### src/rtl/alu_seq_pkg.sv
// alu_seq_pkg: shared opcode map, FSM state encoding and opcode
// classification helpers for the sequential ALU (alu_seq) and its
// combinational arithmetic core (alu_seq_arith).
package alu_seq_pkg;

  localparam int OP_WIDTH = 4;

  typedef enum logic [OP_WIDTH-1:0] {
    OP_ADD = 4'b0000,
    OP_SUB = 4'b0001,
    OP_AND = 4'b0010,
    OP_OR  = 4'b0011,
    OP_SHR = 4'b0100,
    OP_ASR = 4'b0101,
    OP_ADC = 4'b0110,
    OP_SHL = 4'b1000
  } op_e;

  typedef enum logic [1:0] {
    IDLE,
    EXEC,
    DONE
  } state_e;

  // Opcodes handled by the 1-bit-per-cycle shift iterator.
  function automatic logic is_shift(input logic [OP_WIDTH-1:0] op);
    return (op == OP_SHL) || (op == OP_SHR) || (op == OP_ASR);
  endfunction

  // Opcodes whose carry_out is remembered for a later ADC.
  function automatic logic is_arith(input logic [OP_WIDTH-1:0] op);
    return (op == OP_ADD) || (op == OP_SUB) || (op == OP_ADC);
  endfunction

  function automatic logic is_legal(input logic [OP_WIDTH-1:0] op);
    return is_shift(op) || is_arith(op) || (op == OP_AND) || (op == OP_OR);
  endfunction

endpackage

### src/rtl/alu_seq_arith.sv
// alu_seq_arith: combinational single-cycle part of the ALU.
//   a, b     : operands
//   op       : opcode (alu_seq_pkg::op_e values)
//   c_in     : stored carry, used by ADC only
//   result   : ADD/SUB/ADC/AND/OR result, 0 for any other opcode
//   carry    : carry out of the WIDTH+1 bit sum (SUB: 1 = no borrow)
//   overflow : signed overflow of the add/sub
module alu_seq_arith
  import alu_seq_pkg::*;
#(
  parameter int WIDTH = 6
) (
  input  logic [WIDTH-1:0]    a,
  input  logic [WIDTH-1:0]    b,
  input  logic [OP_WIDTH-1:0] op,
  input  logic                c_in,
  output logic [WIDTH-1:0]    result,
  output logic                carry,
  output logic                overflow
);

  logic [WIDTH-1:0] addend;
  logic             cin;
  logic [WIDTH:0]   sum_ext;
  logic             add_ovf;

  // SUB is a + ~b + 1, so every arithmetic op shares one adder.
  assign addend  = (op == OP_SUB) ? ~b : b;
  assign cin     = (op == OP_SUB) ? 1'b1 : ((op == OP_ADC) ? c_in : 1'b0);
  assign sum_ext = {1'b0, a} + {1'b0, addend} + {{WIDTH{1'b0}}, cin};

  // Overflow judged on the effective addend's sign (~b for SUB).
  assign add_ovf = (a[WIDTH-1] == addend[WIDTH-1]) &&
                   (sum_ext[WIDTH-1] != a[WIDTH-1]);

  always_comb begin
    result   = '0;
    carry    = 1'b0;
    overflow = 1'b0;
    case (op)
      OP_ADD, OP_SUB, OP_ADC: begin
        result   = sum_ext[WIDTH-1:0];
        carry    = sum_ext[WIDTH];
        overflow = add_ovf;
      end
      OP_AND:  result = a & b;
      OP_OR:   result = a | b;
      default: ;
    endcase
  end

endmodule

### src/rtl/alu_seq.sv
// alu_seq: sequential ALU with valid/ready handshake on both sides.
//   clk, rst             : clock, asynchronous active-high reset
//   in_valid / in_ready  : request handshake (in_ready high in IDLE)
//   a, b, menu           : operands and opcode, sampled on accept only;
//                          b[SHW-1:0] is the shift amount for shifts
//   out_valid / out_ready: result handshake (out_valid high in DONE)
//   Resultado            : registered result
//   carry_out, overflow  : registered carry/no-borrow/last bit out, overflow
//   cero, negativo       : registered zero / sign of Resultado
// ALU ops complete in one cycle; shifts by k take k extra cycles.
module alu_seq
  import alu_seq_pkg::*;
#(
  parameter int WIDTH = 6,
  parameter int SHW   = $clog2(WIDTH)
) (
  input  logic                clk,
  input  logic                rst,
  input  logic                in_valid,
  output logic                in_ready,
  input  logic [WIDTH-1:0]    a,
  input  logic [WIDTH-1:0]    b,
  input  logic [OP_WIDTH-1:0] menu,
  output logic                out_valid,
  input  logic                out_ready,
  output logic [WIDTH-1:0]    Resultado,
  output logic                carry_out,
  output logic                overflow,
  output logic                cero,
  output logic                negativo
);

  state_e              state_reg;
  logic [WIDTH-1:0]    work_reg;
  logic [OP_WIDTH-1:0] op_reg;
  logic [SHW-1:0]      cnt_reg;
  logic                c_reg;
  logic [WIDTH-1:0]    res_reg;
  logic                carry_reg;
  logic                ovf_reg;
  logic                cero_reg;
  logic                neg_reg;

  logic [WIDTH-1:0]    alu_res;
  logic                alu_carry;
  logic                alu_ovf;

  logic [WIDTH-1:0]    shl_next;
  logic [WIDTH-1:0]    shr_next;
  logic [WIDTH-1:0]    step_next;
  logic                step_out;

  // Non-shift ops are evaluated straight from the accept-cycle inputs.
  alu_seq_arith #(
    .WIDTH(WIDTH)
  ) u_arith (
    .a       (a),
    .b       (b),
    .op      (menu),
    .c_in    (c_reg),
    .result  (alu_res),
    .carry   (alu_carry),
    .overflow(alu_ovf)
  );

  // One-position shift network applied to the working register.
  // The vacated MSB of a right shift is the sign bit for ASR, else 0.
  for (genvar gi = 0; gi < WIDTH; gi++) begin : g_shift
    if (gi == 0) begin : g_lsb
      assign shl_next[gi] = 1'b0;
    end else begin : g_lsb_n
      assign shl_next[gi] = work_reg[gi-1];
    end
    if (gi == WIDTH - 1) begin : g_msb
      assign shr_next[gi] = (op_reg == OP_ASR) ? work_reg[WIDTH-1] : 1'b0;
    end else begin : g_msb_n
      assign shr_next[gi] = work_reg[gi+1];
    end
  end

  assign step_next = (op_reg == OP_SHL) ? shl_next : shr_next;
  assign step_out  = (op_reg == OP_SHL) ? work_reg[WIDTH-1] : work_reg[0];

  always_ff @(posedge clk or posedge rst) begin
    if (rst) begin
      state_reg <= IDLE;
      work_reg  <= '0;
      op_reg    <= '0;
      cnt_reg   <= '0;
      c_reg     <= 1'b0;
      res_reg   <= '0;
      carry_reg <= 1'b0;
      ovf_reg   <= 1'b0;
      cero_reg  <= 1'b0;
      neg_reg   <= 1'b0;
    end else begin
      case (state_reg)
        IDLE: begin
          if (in_valid) begin
            op_reg   <= menu;
            work_reg <= a;
            cnt_reg  <= b[SHW-1:0];
            if (is_shift(menu)) begin
              if (b[SHW-1:0] == '0) begin
                // Shift by zero passes a through with nothing shifted out.
                res_reg   <= a;
                carry_reg <= 1'b0;
                ovf_reg   <= 1'b0;
                cero_reg  <= (a == '0);
                neg_reg   <= a[WIDTH-1];
                state_reg <= DONE;
              end else begin
                state_reg <= EXEC;
              end
            end else begin
              res_reg   <= alu_res;
              carry_reg <= alu_carry;
              ovf_reg   <= alu_ovf;
              // Illegal opcodes report every flag as 0, cero included.
              cero_reg  <= is_legal(menu) && (alu_res == '0);
              neg_reg   <= alu_res[WIDTH-1];
              state_reg <= DONE;
            end
          end
        end
        EXEC: begin
          work_reg <= step_next;
          cnt_reg  <= cnt_reg - 1'b1;
          if (cnt_reg == SHW'(1)) begin
            res_reg   <= step_next;
            carry_reg <= step_out;
            ovf_reg   <= 1'b0;
            cero_reg  <= (step_next == '0);
            neg_reg   <= step_next[WIDTH-1];
            state_reg <= DONE;
          end
        end
        DONE: begin
          if (out_ready) begin
            if (is_arith(op_reg)) begin
              c_reg <= carry_reg;
            end
            state_reg <= IDLE;
          end
        end
        default: state_reg <= IDLE;
      endcase
    end
  end

  assign in_ready  = (state_reg == IDLE);
  assign out_valid = (state_reg == DONE);
  assign Resultado = res_reg;
  assign carry_out = carry_reg;
  assign overflow  = ovf_reg;
  assign cero      = cero_reg;
  assign negativo  = neg_reg;

endmodule
### config.mk
export PLATFORM = sky130hd
export DESIGN_NAME = alu_seq
export DESIGN_NICKNAME = d
export VERILOG_FILES = /design/src/rtl/alu_seq_pkg.sv /design/src/rtl/alu_seq_arith.sv /design/src/rtl/alu_seq.sv
export SDC_FILE = /design/constraint.sdc
export NUM_CORES = 1
export LEC_CHECK = 0
export ABC_CLOCK_PERIOD_IN_PS = 2600
export BUFFER_PORTS_ARGS = -buffer_cell sky130_fd_sc_hd__buf_2
export CAP_MARGIN = 10
export CELL_PAD_IN_SITES_DETAIL_PLACEMENT = 0
export CELL_PAD_IN_SITES_GLOBAL_PLACEMENT = 1
export CORE_MARGIN = 2
export CORE_UTILIZATION = 35
export DETAILED_ROUTE_END_ITERATION = 16
export GPL_ROUTABILITY_DRIVEN = 1
export PLACE_DENSITY_LB_ADDON = 0.15
export SYNTH_ARGS = -nofsm -noshare
export SYNTH_HDL_FRONTEND = slang
export SYNTH_SLANG_ARGS = --single-unit
### constraint.sdc
create_clock -name clk -period 2.6 [get_ports clk]
set_input_delay 0.39 -clock clk [delete_from_list [all_inputs] [get_ports clk]]
set_output_delay 0.39 -clock clk [all_outputs]
set_load 0.02 [all_outputs]
Yosys cells after proc, flatten, opt, wreduce, memory -nomap -nowiden
Cells that the tools add are included.
{"block": "word_totals", "register_bits": 26, "input_bits": 20, "wordCells": 104}
{"block": "classes", "bitwise_logic": 3, "addsub": 3, "reduce_logical": 25, "mux": 43, "eq_ne": 20}
{"operator": "2-to-1 mux 6 bit", "n": 7}
{"operator": "one-hot mux 6 bit (2 select lines)", "n": 2}
{"operator": "2-to-1 mux 1 bit", "n": 21}
{"operator": "equality test 4 x 3 -> 1 bit, second input constant", "n": 5}
{"operator": "logical NOT 6 bit", "n": 3}
{"operator": "one-hot mux 6 bit (3 select lines)", "n": 1}
{"operator": "2-to-1 mux 2 bit", "n": 5}
{"operator": "logical OR 1 bit", "n": 9}
{"operator": "equality test 4 x 1 -> 1 bit, second input constant", "n": 2}
{"operator": "equality test 4 x 2 -> 1 bit, second input constant", "n": 2}
{"operator": "equality test 4 bit, second input constant", "n": 2}
{"operator": "logical NOT 4 bit", "n": 2}
{"operator": "one-hot mux 1 bit (2 select lines)", "n": 4}
{"operator": "adder 6 x 6 -> 7 bit", "n": 1}
{"operator": "adder 7 x 1 -> 7 bit", "n": 1}
{"operator": "AND 6 bit", "n": 1}
{"operator": "NOT 6 bit", "n": 1}
{"operator": "bitwise OR 6 bit", "n": 1}
{"operator": "one-hot mux 2 bit (3 select lines)", "n": 1}
{"operator": "one-hot mux 3 bit (2 select lines)", "n": 1}
{"operator": "AND reduction 3 bit", "n": 2}
{"operator": "inequality test 2 bit, second input constant", "n": 2}
{"operator": "AND reduction 2 bit", "n": 2}
{"operator": "AND reduction 4 bit", "n": 1}
{"operator": "other kinds (14)", "n": 15}

Depth between registers and ports, before layout
Gate-level depths: netlist (run 1).
{"block": "logic_depth", "ltp_word": 10, "mapped_depth": 12, "mapped_depth_nobuf": 11}

Hierarchy
A second synthesis (run 1) with hierarchy kept.
{"block": "unflattened", "cells_unflattened": 222, "area_unflattened_um2": 2015.7}
{"module": "alu_seq", "area_per_inst_um2": 1481.4, "seq_area_each_um2": 625.6, "n_inst": 1, "cells_each": 155}
{"module": "alu_seq_arith", "area_per_inst_um2": 534.3, "seq_area_each_um2": 0.0, "n_inst": 1, "cells_each": 67}

Worst setup path after synthesis (run 1)
OpenSTA, ideal clock, no wires.
{"block": "synth_timing", "path_type": "in2reg", "from": "input port menu[1]", "to": "register res_reg[4], in the netlist Resultado[4]", "stages": 12, "setup_slack_ps": -636, "required_time_ps": 2475, "t_arrival_ps": 3111, "n_path_buf": 1, "path_cell_list": "buf_2 -> nor2_1 -> nand2_1 -> nor2_1 -> xor2_1 -> fa_1 -> fa_1 -> a211o_1 -> a21o_1 -> a32oi_1 -> a21boi_0 -> mux2_2"}
{"block": "synth_via", "elab_chain_cells": 8}
{"element": "from (decl)", "line_no": "alu_seq.sv:23", "text": "input logic [OP_WIDTH-1:0] menu,"}
{"element": "equality test 4 x 1 -> 1 bit or equality test 4 x 3 -> 1 bit (tied branches)", "line_no": "alu_seq_arith.sv:28, alu_seq_arith.sv:29, alu_seq_arith.sv:40"}
{"element": "2-to-1 mux 6 bit or 2-to-1 mux 1 bit (tied branches)", "line_no": "alu_seq_arith.sv:28, alu_seq_arith.sv:29"}
{"element": "adder 6 x 6 -> 7 bit or 2-to-1 mux 1 bit (tied branches)", "line_no": "alu_seq_arith.sv:30, alu_seq_arith.sv:29"}
{"element": "adder 7 x 1 -> 7 bit", "line_no": "alu_seq_arith.sv:30", "text": "assign sum_ext = {1'b0, a} + {1'b0, addend} + {{WIDTH{1'b0}}, cin};"}
{"element": "one-hot mux 6 bit (3 select lines)", "line_no": "alu_seq_arith.sv:40", "text": "case (op)"}
{"element": "2-to-1 mux 6 bit", "line_no": "alu_seq.sv:103", "text": "if (is_shift(menu)) begin"}
{"element": "2-to-1 mux 6 bit", "line_no": "alu_seq.sv:99", "text": "if (in_valid) begin"}
{"element": "one-hot mux 6 bit (2 select lines)", "line_no": "alu_seq.sv:97", "text": "case (state_reg)"}
{"element": "to (signal assigned)", "line_no": "alu_seq.sv:116", "text": "res_reg <= alu_res;"}
{"element": "to (signal assigned)", "line_no": "alu_seq.sv:130", "text": "res_reg <= step_next;"}
{"element": "to (decl)", "line_no": "alu_seq.sv:38", "text": "logic [WIDTH-1:0] res_reg;"}
Parallel ways exist; a longest one is shown, timed or not. The select of a mux whose other input is x is not followed.
A chain may end at the register's enable or synchronous reset.

Worst setup path in the final report (run 1)
{"block": "layout_timing", "from": "input port menu[1]", "to": "register cero_reg, in the netlist cero"}
{"block": "layout_via", "elab_chain_cells": 10}
{"element": "equality test 4 x 1 -> 1 bit (tied with other cells)"}
{"element": "2-to-1 mux 6 bit (tied with other cells)", "line_no": "alu_seq_arith.sv:28", "text": "assign addend = (op == OP_SUB) ? ~b : b;"}
{"element": "adder 6 x 6 -> 7 bit (tied with other cells)", "line_no": "alu_seq_arith.sv:30"}
{"element": "adder 7 x 1 -> 7 bit or logical OR 1 bit (tied branches)", "line_no": "alu_seq_arith.sv:30, alu_seq_pkg.sv:36"}
{"element": "one-hot mux 6 bit (3 select lines) or logical OR 1 bit (tied branches)", "line_no": "alu_seq_arith.sv:40, alu_seq_pkg.sv:36"}
{"element": "logical NOT 6 bit or logical OR 1 bit (tied branches)", "line_no": "alu_seq.sv:120, alu_seq_pkg.sv:36"}
{"element": "logical AND 1 bit", "line_no": "alu_seq.sv:120", "text": "cero_reg <= is_legal(menu) && (alu_res == '0);"}
{"element": "2-to-1 mux 1 bit", "line_no": "alu_seq.sv:103"}
{"element": "2-to-1 mux 1 bit", "line_no": "alu_seq.sv:99"}
{"element": "one-hot mux 1 bit (2 select lines)", "line_no": "alu_seq.sv:97"}
{"element": "to (signal assigned)", "line_no": "alu_seq.sv:109", "text": "cero_reg <= (a == '0);"}
{"element": "to (signal assigned)", "line_no": "alu_seq.sv:120"}
{"element": "to (signal assigned)", "line_no": "alu_seq.sv:133", "text": "cero_reg <= (step_next == '0);"}
{"element": "to (decl)", "line_no": "alu_seq.sv:41", "text": "logic cero_reg;"}
Parallel ways exist; a longest one is shown, timed or not. The select of a mux whose other input is x is not followed.

==> results.json, run 1 <==
{
  "status": "finished clean",
  "avgViaCountPerCell": 5.385,
  "fillerInstances": 575,
  "setup_viol": 0,
  "syn_to_final_growth_pct": 26.04,
  "vias": 1901,
  "preCtsSetupSlack_ps": -356.0,
  "die_w_um": 80.29,
  "crit_path_start_kind": "primary input",
  "clockBufferDepth": 2,
  "cts_tree": "built",
  "wl_mm": 5.922,
  "drv_cap": 0,
  "fin_skew_ps": 3.512,
  "grtUsageTotal_pct": 20.10,
  "yosys_register_bits": 25,
  "syn_area_um2": 2037,
  "fin_crit_ps": 2553,
  "portBuffers": 31,
  "coreArea_um2": 5574,
  "nets": 311,
  "dp.cells": 344,
  "grt_pass1_wl_mm": 9.798,
  "clk_pin_slew_ps": 90,
  "synthesis.nets": 259,
  "worst_slack_ps": 46.53,
  "path_class": "primary input to register",
  "die-area_um2": 6446,
  "cts-buffers-inserted": 3,
  "cp.arrival_ps": 2740,
  "ys_warn_count": 0,
  "die_y_um": 80.29,
  "clock-sinks": 25,
  "cp_data_required_time_ps": 2780,
  "rsz0062_at_grt": "true",
  "drtIter0Drc": 124,
  "hold_violations": 0,
  "hold_path.class": "primary input to async pin",
  "start_util_pct": 36.54,
  "insertion_delay_ps": 270,
  "ant_nets": 0,
  "cts_hold_buffers": 0,
  "rows": 27,
  "grt_pass1_vias": 1860,
  "leakagePower_nw": 1.138,
  "critPathCaptureType": "register",
  "timing.hold.ws_ps": 151.9,
  "layout.area.seq_um2": 625.6,
  "max-slew-margin-rel_pct": 44.92,
  "placed_area_um2": 2419,
  "seq_area_frac_synth_pct": 30.71,
  "firstDrtPassIters": 4,
  "drive_above_1_share_pct": 32.38,
  "cts_htree_levels": 1,
  "gp_routability_congestion": 0.8599,
  "antenna_cells": 0,
  "vdd_drop_max_mv": 0.3318,
  "stdcell_count": 353,
  "synth_edf_count": 0,
  "slew_violations": 0,
  "synth-main-ff-cell": "dfrtp_1",
  "finalInstanceArea_um2": 2567,
  "path_max_fanout": 3,
  "synth.avg_cell_area_um2": 8.856,
  "ys_types": 60,
  "worst_slew_pin_slew_ps": 826.2,
  "min_period_over_period_pct": 98.21,
  "wl_per_cell_um": 16.78,
  "syn_inst": 230,
  "route.detailed.drc": 0,
  "powerDensity_nw_per_um2": 769.1,
  "dp_hpwl_mm": 4.641,
  "grt_overflow": 0,
  "async_flop_share_pct": 100.0,
  "multi_input_area_um2": 1386,
  "grt_max_degree": 26,
  "fmax_ghz": 0.3916,
  "clockRootBuffer": "clkbuf_8",
  "antenna_found_initial": 0,
  "io_pins": 32
}
==> cell usage after synthesis (all sizes together), types with 5 or more instances <==
cell type	number	share of area (%)
nand2	19	3.5
a21o	8	3.0
a21oi	23	5.8
nand2b	5	1.5
o21ai	13	3.4
mux2i	7	3.4
nor2	17	3.1
ha	7	4.3
xor2	7	3.0
or2	5	1.5
buf	8	2.3
dfrtp	25	31
mux2	6	3.3
inv	11	2.0
==> path summary, 6_finish.rpt <==
path | from | endpoint | slack (ps) | cells after the start
max | menu[1] | cero | 50 | 12
min | rst | state_reg[1] | 150 | 3
max reg2reg | c_reg | cero | 100 | 9
min reg2reg | cnt_reg[1] | cnt_reg[1] | 490 | 2
max in group asynchronous | rst | cnt_reg[0] | 2190 | 3
min in group clk | out_ready | state_reg[1] | 400 | 3
==> final cells by class <==
type	count	area share, %
Multi-Input combinational cell	183	54.00
Timing Repair Buffer	58	14.72
Clock inverter	1	0.1949
Sequential cell	25	24.37
Inverter	11	1.608
Tap cell	72	3.509
Clock buffer	3	1.608
==> layout by cell type, fill, tap and decap left out, types with 5 or more instances in the layout <==
cell / instances
o21ai_0: 11
buf_2: 29
inv_1: 11
buf_4: 26
xor2_1: 5
mux2i_1: 6
nand2b_1: 5
mux2_2: 5
a21oi_1: 22
dfrtp_1: 25
nand2_1: 18
ha_1: 7
a21o_1: 7
nor2_1: 15
==> power breakdown <==
group | internal [mW] | leakage (nW) | switching, mW | total, mW
registers | 0.568 | 0.305 | 0.192 | 0.759
logic | 0.448 | 0.807 | 0.532 | 0.980
clock network | 0.107 | 0.0255 | 0.128 | 0.235
total | 1.12 | 1.14 | 0.852 | 1.97
==> logic make-up after synthesis <==
group,count (synthesis),share of synthesized area [%]
fa+ha+maj,13,8.231
flops,25,30.71
buf+inv,22,4.914
mux,13,6.757
simple gates,70,19.29
xor+xnor,7,3.010
compound gates,80,27.09
==> metal layers <==
metal  vias up  GRT usage [%]  wire length [um]
met5         -              0                 0
met4         0          4.407                57
met3         6          4.270               284
met2        44          31.17              2679
met1       895          28.65              2901
li1        956              -                 -
==> metrics by stage <==
stage | power (mW) | utilization, % | setup TNS, ps
2_1_floorplan | 1.426 | - | -518.1
6_report | 1.975 | 46.06 | 0
3_3_place_gp | 1.721 | 43.39 | -1338
3_5_place_dp | 1.730 | 43.39 | -1774
5_1_grt | 2.149 | 46.06 | -166.5
4_1_cts | 1.987 | 45.19 | -14.23
==> repair_timing <==
item	in CTS	in global routing
setup endpoints to repair	2	6
pin swaps	11	10
gates resized for setup	7	8
buffers inserted	4	1
==> worst max-delay path: stages <==
cell and delay [ps]:
buf_8 100, nor2_4 110, nand2_2 80, nor2_4 150, xor2_2 90, fa_2 380, fa_2 360, a211o_1 290
a21o_1 190, a32oi_2 210, o211ai_1 110, o31ai_1 250
Power figures use the tool's default switching activity.
==> run 2, diff against run 1 <==
CORE_MARGIN = default   (was 2)
RECOVER_POWER = 50   (was default)
==> results.json, run 2 (same netlist as run 1, synthesis figures left out) <==
{
  "insertion_delay_ps": 260,
  "hold_path.class": "primary input to register",
  "vdd_drop_max_mv": 0.3261,
  "worst_slew_pin_slew_ps": 1343,
  "clock-sinks": 25,
  "gp_routability_congestion": 0.8407,
  "layout_commonest_cell": "dfrtp_1",
  "finalInstanceArea_um2": 2545,
  "clockBufferDepth": 2,
  "drtIter0Drc": 76,
  "cts_tree": "built",
  "path_max_fanout": 2,
  "syn_to_final_growth_pct": 24.94,
  "fin_crit_ps": 2524,
  "wl_mm": 5.708,
  "drive_above_1_share_pct": 30.22,
  "power.total_mw": 1.979,
  "grt_max_degree": 26,
  "min_period_over_period_pct": 97.07,
  "io_pins": 32,
  "min_from": "out_ready",
  "antenna_found_initial": 0,
  "setup_viol": 0,
  "most-common-layout-cells": "25 x dfrtp_1, 24 x buf_2, 22 x buf_4, 21 x a21oi_1, 18 x nand2_1",
  "coreArea_um2": 5574,
  "use_met3_pct": 2.907,
  "grt_pass1_wl_mm": 9.453,
  "vias": 1886,
  "drv_cap": 0,
  "met2_usage_pct": 33.16,
  "internal_power_mw": 1.117,
  "dp_hpwl_mm": 4.625,
  "cts-buffers-inserted": 3,
  "cp.arrival_ps": 2680,
  "swShare_pct": 43.58,
  "critPathCaptureType": "register",
  "die_w_um": 78.29,
  "antenna_cells": 0,
  "ant_nets": 0,
  "cp_data_required_time_ps": 2760,
  "rsz0062_at_grt": "true",
  "fmax_ghz": 0.3962,
  "placed_area_um2": 2419,
  "fin_skew_ps": 1.990,
  "met1_usage_pct": 28.37,
  "timing.hold.ws_ps": 413.5,
  "pwr-share-clk_pct": 11.6,
  "busiest_layer": "met2",
  "grt_overflow": 0,
  "nets": 308,
  "powerDensity_nw_per_um2": 777.8,
  "dp.cells": 344,
  "grtUsageTotal_pct": 20.11,
  "die-area_um2": 6129,
  "p_sw_uw": 862.5,
  "route.detailed.drc": 0,
  "portBuffers": 31,
  "p_seq_share_pct": 38.7,
  "grt_pass1_vias": 1832,
  "die_y_um": 78.29,
  "firstDrtPassIters": 4,
  "status": "finished clean",
  "path_class": "primary input to register",
  "hold_violations": 0,
  "stdcell_count": 350,
  "fin_setup_tns_ps": 0,
  "cts_htree_levels": 1,
  "wl_per_cell_um": 16.31,
  "leakagePower_nw": 1.106,
  "clockRootBuffer": "clkbuf_8",
  "startpoint": "menu[2]",
  "slew_violations": 0,
  "max-slew-margin-rel_pct": 10.49,
  "rr_startpoint": "c_reg",
  "start_util_pct": 36.54,
  "pwr-share-comb_pct": 49.8,
  "rows": 27,
  "crit_path_start_kind": "primary input",
  "avgViaCountPerCell": 5.389,
  "clk_pin_slew_ps": 90
}
## run 2: area by class of cell
type	count	area, um2
repair buffers	55	345.3
clock inverters	1	5.005
well taps	72	90.09
clock buffers	3	41.29
multi-input cells	183	1396
flip-flops and latches	25	625.6
inverters	11	41.29
fillers	577	3029
## run 2: timing repair
item                                   CTS  global route
hold buffers                             0             0
setup endpoints to repair                3             5
pin swaps                                0             8
endpoints found under the hold margin    0             0
setup buffers                            0             2
resized for setup                        2            16
## run 2: power groups by stage
| stage | clock (mW) | combinational [mW] | sequential, mW |
|---|---|---|---|
| 6_report | 0.229 | 0.985 | 0.765 |
| 5_1_grt | 0.252 | 1.10 | 0.799 |
| 4_1_cts | 0.240 | 0.975 | 0.762 |
| 3_5_place_dp | 0 | 0.968 | 0.771 |
| 3_3_place_gp | 0 | 0.965 | 0.764 |
| 2_1_floorplan | 0 | 0.634 | 0.793 |
## run 2: layer usage
| metal | up-vias | share of wire, % |
|---|---|---|
| li1 | 946 | - |
| met1 | 895 | 50 |
| met2 | 41 | 46 |
| met3 | 4 | 3.6 |
| met4 | 0 | 0.81 |
| met5 | - | 0 |
## run 2: critical path, cell delays in order
cell and delay, ps:
buf_8 100, nor2_4 120, nand2_2 80, nor2_4 140, xor2_2 100, fa_2 380, fa_2 360, a211o_1 280
a21o_1 170, a32oi_2 220, a21boi_1 90, mux2_4 260
## run 2: path summary, 6_finish.rpt
kind	endpoint	slack, ps	depth (start not counted)
setup / recovery	Resultado[4]	80	12
min in group asynchronous	state_reg[0]	550	3
max in group asynchronous	cero	1260	3
hold reg to reg	cnt_reg[1]	490	2
setup reg to reg	Resultado[4]	140	9
hold / removal	state_reg[1]	410	3
## run 2: stage by stage
stage | setup WS, ps | utilization, %
after floorplan | -241.2 | -
after global placement | -227.3 | 43.39
after detailed placement | -317.3 | 43.39
after CTS | 13.89 | 44.47
after global routing | -14.39 | 45.66
final | 76.11 | 45.66
==> run 3, diff against run 2 <==
MAX_ROUTING_LAYER = met4   (was default)
==> results.json, run 3 (same netlist as run 1, synthesis figures left out) <==
{
  "status": "finished clean",
  "hold_violations": 0,
  "fin_crit_ps": 2526,
  "path_class": "primary input to register",
  "vias": 1895,
  "cp_data_required_time_ps": 2760,
  "coreArea_um2": 5574,
  "cts_tree": "built",
  "dp.cells": 344,
  "placed_area_um2": 2419,
  "avgViaCountPerCell": 5.414,
  "start_util_pct": 36.54,
  "cts-buffers-inserted": 3,
  "ant_nets": 0,
  "rows": 27,
  "min_period_over_period_pct": 97.17,
  "die_w_um": 78.29,
  "wl_mm": 5.742,
  "route.detailed.drc": 0,
  "leakagePower_nw": 1.106,
  "nets": 308,
  "grt_max_degree": 26,
  "layout.area.seq_um2": 625.6,
  "insertion_delay_ps": 270,
  "grtUsageTotal_pct": 20.65,
  "max-slew-margin-rel_pct": 10.72,
  "cpLargestDelayFamily": "compound AO/OA/AOI/OAI gates",
  "syn_to_final_growth_pct": 24.94,
  "stdcell_count": 350,
  "clk_pin_slew_ps": 90,
  "fin_skew_ps": 1.278,
  "cts_htree_levels": 1,
  "gp_routability_congestion": 0.8538,
  "path_cells": "buf_8 > nor2_4 > nand2_2 > nor2_4 > xor2_2 > fa_2 > fa_2 > a211o_1 > a21o_1 > a32oi_2 > a21boi_1 > mux2_4",
  "hold_path.class": "primary input to register",
  "path_max_fanout": 2,
  "dp_hpwl_mm": 4.625,
  "powerDensity_nw_per_um2": 779.0,
  "grt_overflow": 0,
  "finalInstanceArea_um2": 2545,
  "portBuffers": 31,
  "timing.hold.ws_ps": 413.2,
  "drive_above_1_share_pct": 30.22,
  "firstDrtPassIters": 4,
  "clockBufferDepth": 2,
  "cp_num_buf_inv": 1,
  "worst_slew_pin_slew_ps": 1339,
  "cp_slowest_cell": "fa_2",
  "max_stage_delay_ps": 380,
  "wl_per_cell_um": 16.41,
  "cp.arrival_ps": 2680,
  "die_y_um": 78.29,
  "fillerInstances": 577,
  "most-common-layout-cells": "25 x dfrtp_1, 24 x buf_2, 22 x buf_4, 21 x a21oi_1, 18 x nand2_1",
  "drtIter0Drc": 88,
  "die-area_um2": 6129,
  "layout_commonest_cell": "dfrtp_1",
  "drv_cap": 0,
  "fin_setup_tns_ps": 0,
  "fmax_ghz": 0.3958,
  "io_pins": 32,
  "antenna_found_initial": 0,
  "crit_path_start_kind": "primary input",
  "antenna_cells": 0,
  "grt_pass1_wl_mm": 9.466,
  "setup_viol": 0,
  "slew_violations": 0,
  "multi_input_area_um2": 1396,
  "vdd_drop_max_mv": 0.3255,
  "clock-sinks": 25,
  "critPathCaptureType": "register",
  "rsz0062_at_grt": "true",
  "clockRootBuffer": "clkbuf_8",
  "grt_pass1_vias": 1826
}
[run 3: layout make-up]
type,instances,share of cell area (%)
multi-input combinational,183,54.87
timing repair buffer,55,13.57
sequential,25,24.58
inverter,11,1.622
tap,72,3.540
clock buffer,3,1.622
clock inverter,1,0.1967
[run 3: routing by layer]
metal | up-vias | wire [um] | GRT usage [%]
met5 | - | 0 | -
met4 | 0 | 44 | 2.963
met3 | 4 | 200 | 2.907
met2 | 35 | 2629 | 33.16
met1 | 909 | 2869 | 28.30
li1 | 947 | - | -
[run 3: per-stage QoR]
step	utilization, %	setup WS (ps)	total power, mW
finish	45.66	73.51	1.982
global route	45.66	-14.41	2.149
CTS	44.47	13.89	1.976
detailed placement	43.39	-317.3	1.739
global placement	43.39	-227.3	1.730
floorplan	-	-241.2	1.426
[run 3: power breakdown]
group          switching (mW)  internal [mW]
clock network           0.122          0.107
logic                   0.545          0.442
registers               0.198          0.568
[run 3: path summary, 6_finish.rpt]
path | startpoint | to | slack [ps] | cells after the start
hold reg to reg | cnt_reg[1] | cnt_reg[1] | 490 | 2
min in group asynchronous | rst | state_reg[0] | 550 | 3
setup reg to reg | c_reg | Resultado[4] | 130 | 9
max in group asynchronous | rst | cero | 1270 | 3
setup / recovery | menu[2] | Resultado[4] | 70 | 12
hold / removal | out_ready | state_reg[1] | 410 | 3
[run 3: worst min-delay path: stages]
cell	delay, ps
buf_2	90
inv_1	60
a21o_1	110
[run 3: timing repair]
item                                    4_1_cts  5_1_grt
setup buffers                                 0        2
hold buffers                                  0        0
pin swaps                                     0        8
gates resized for setup                       2       16
endpoints found under the setup margin        3        5
hold endpoints to repair                      0        0
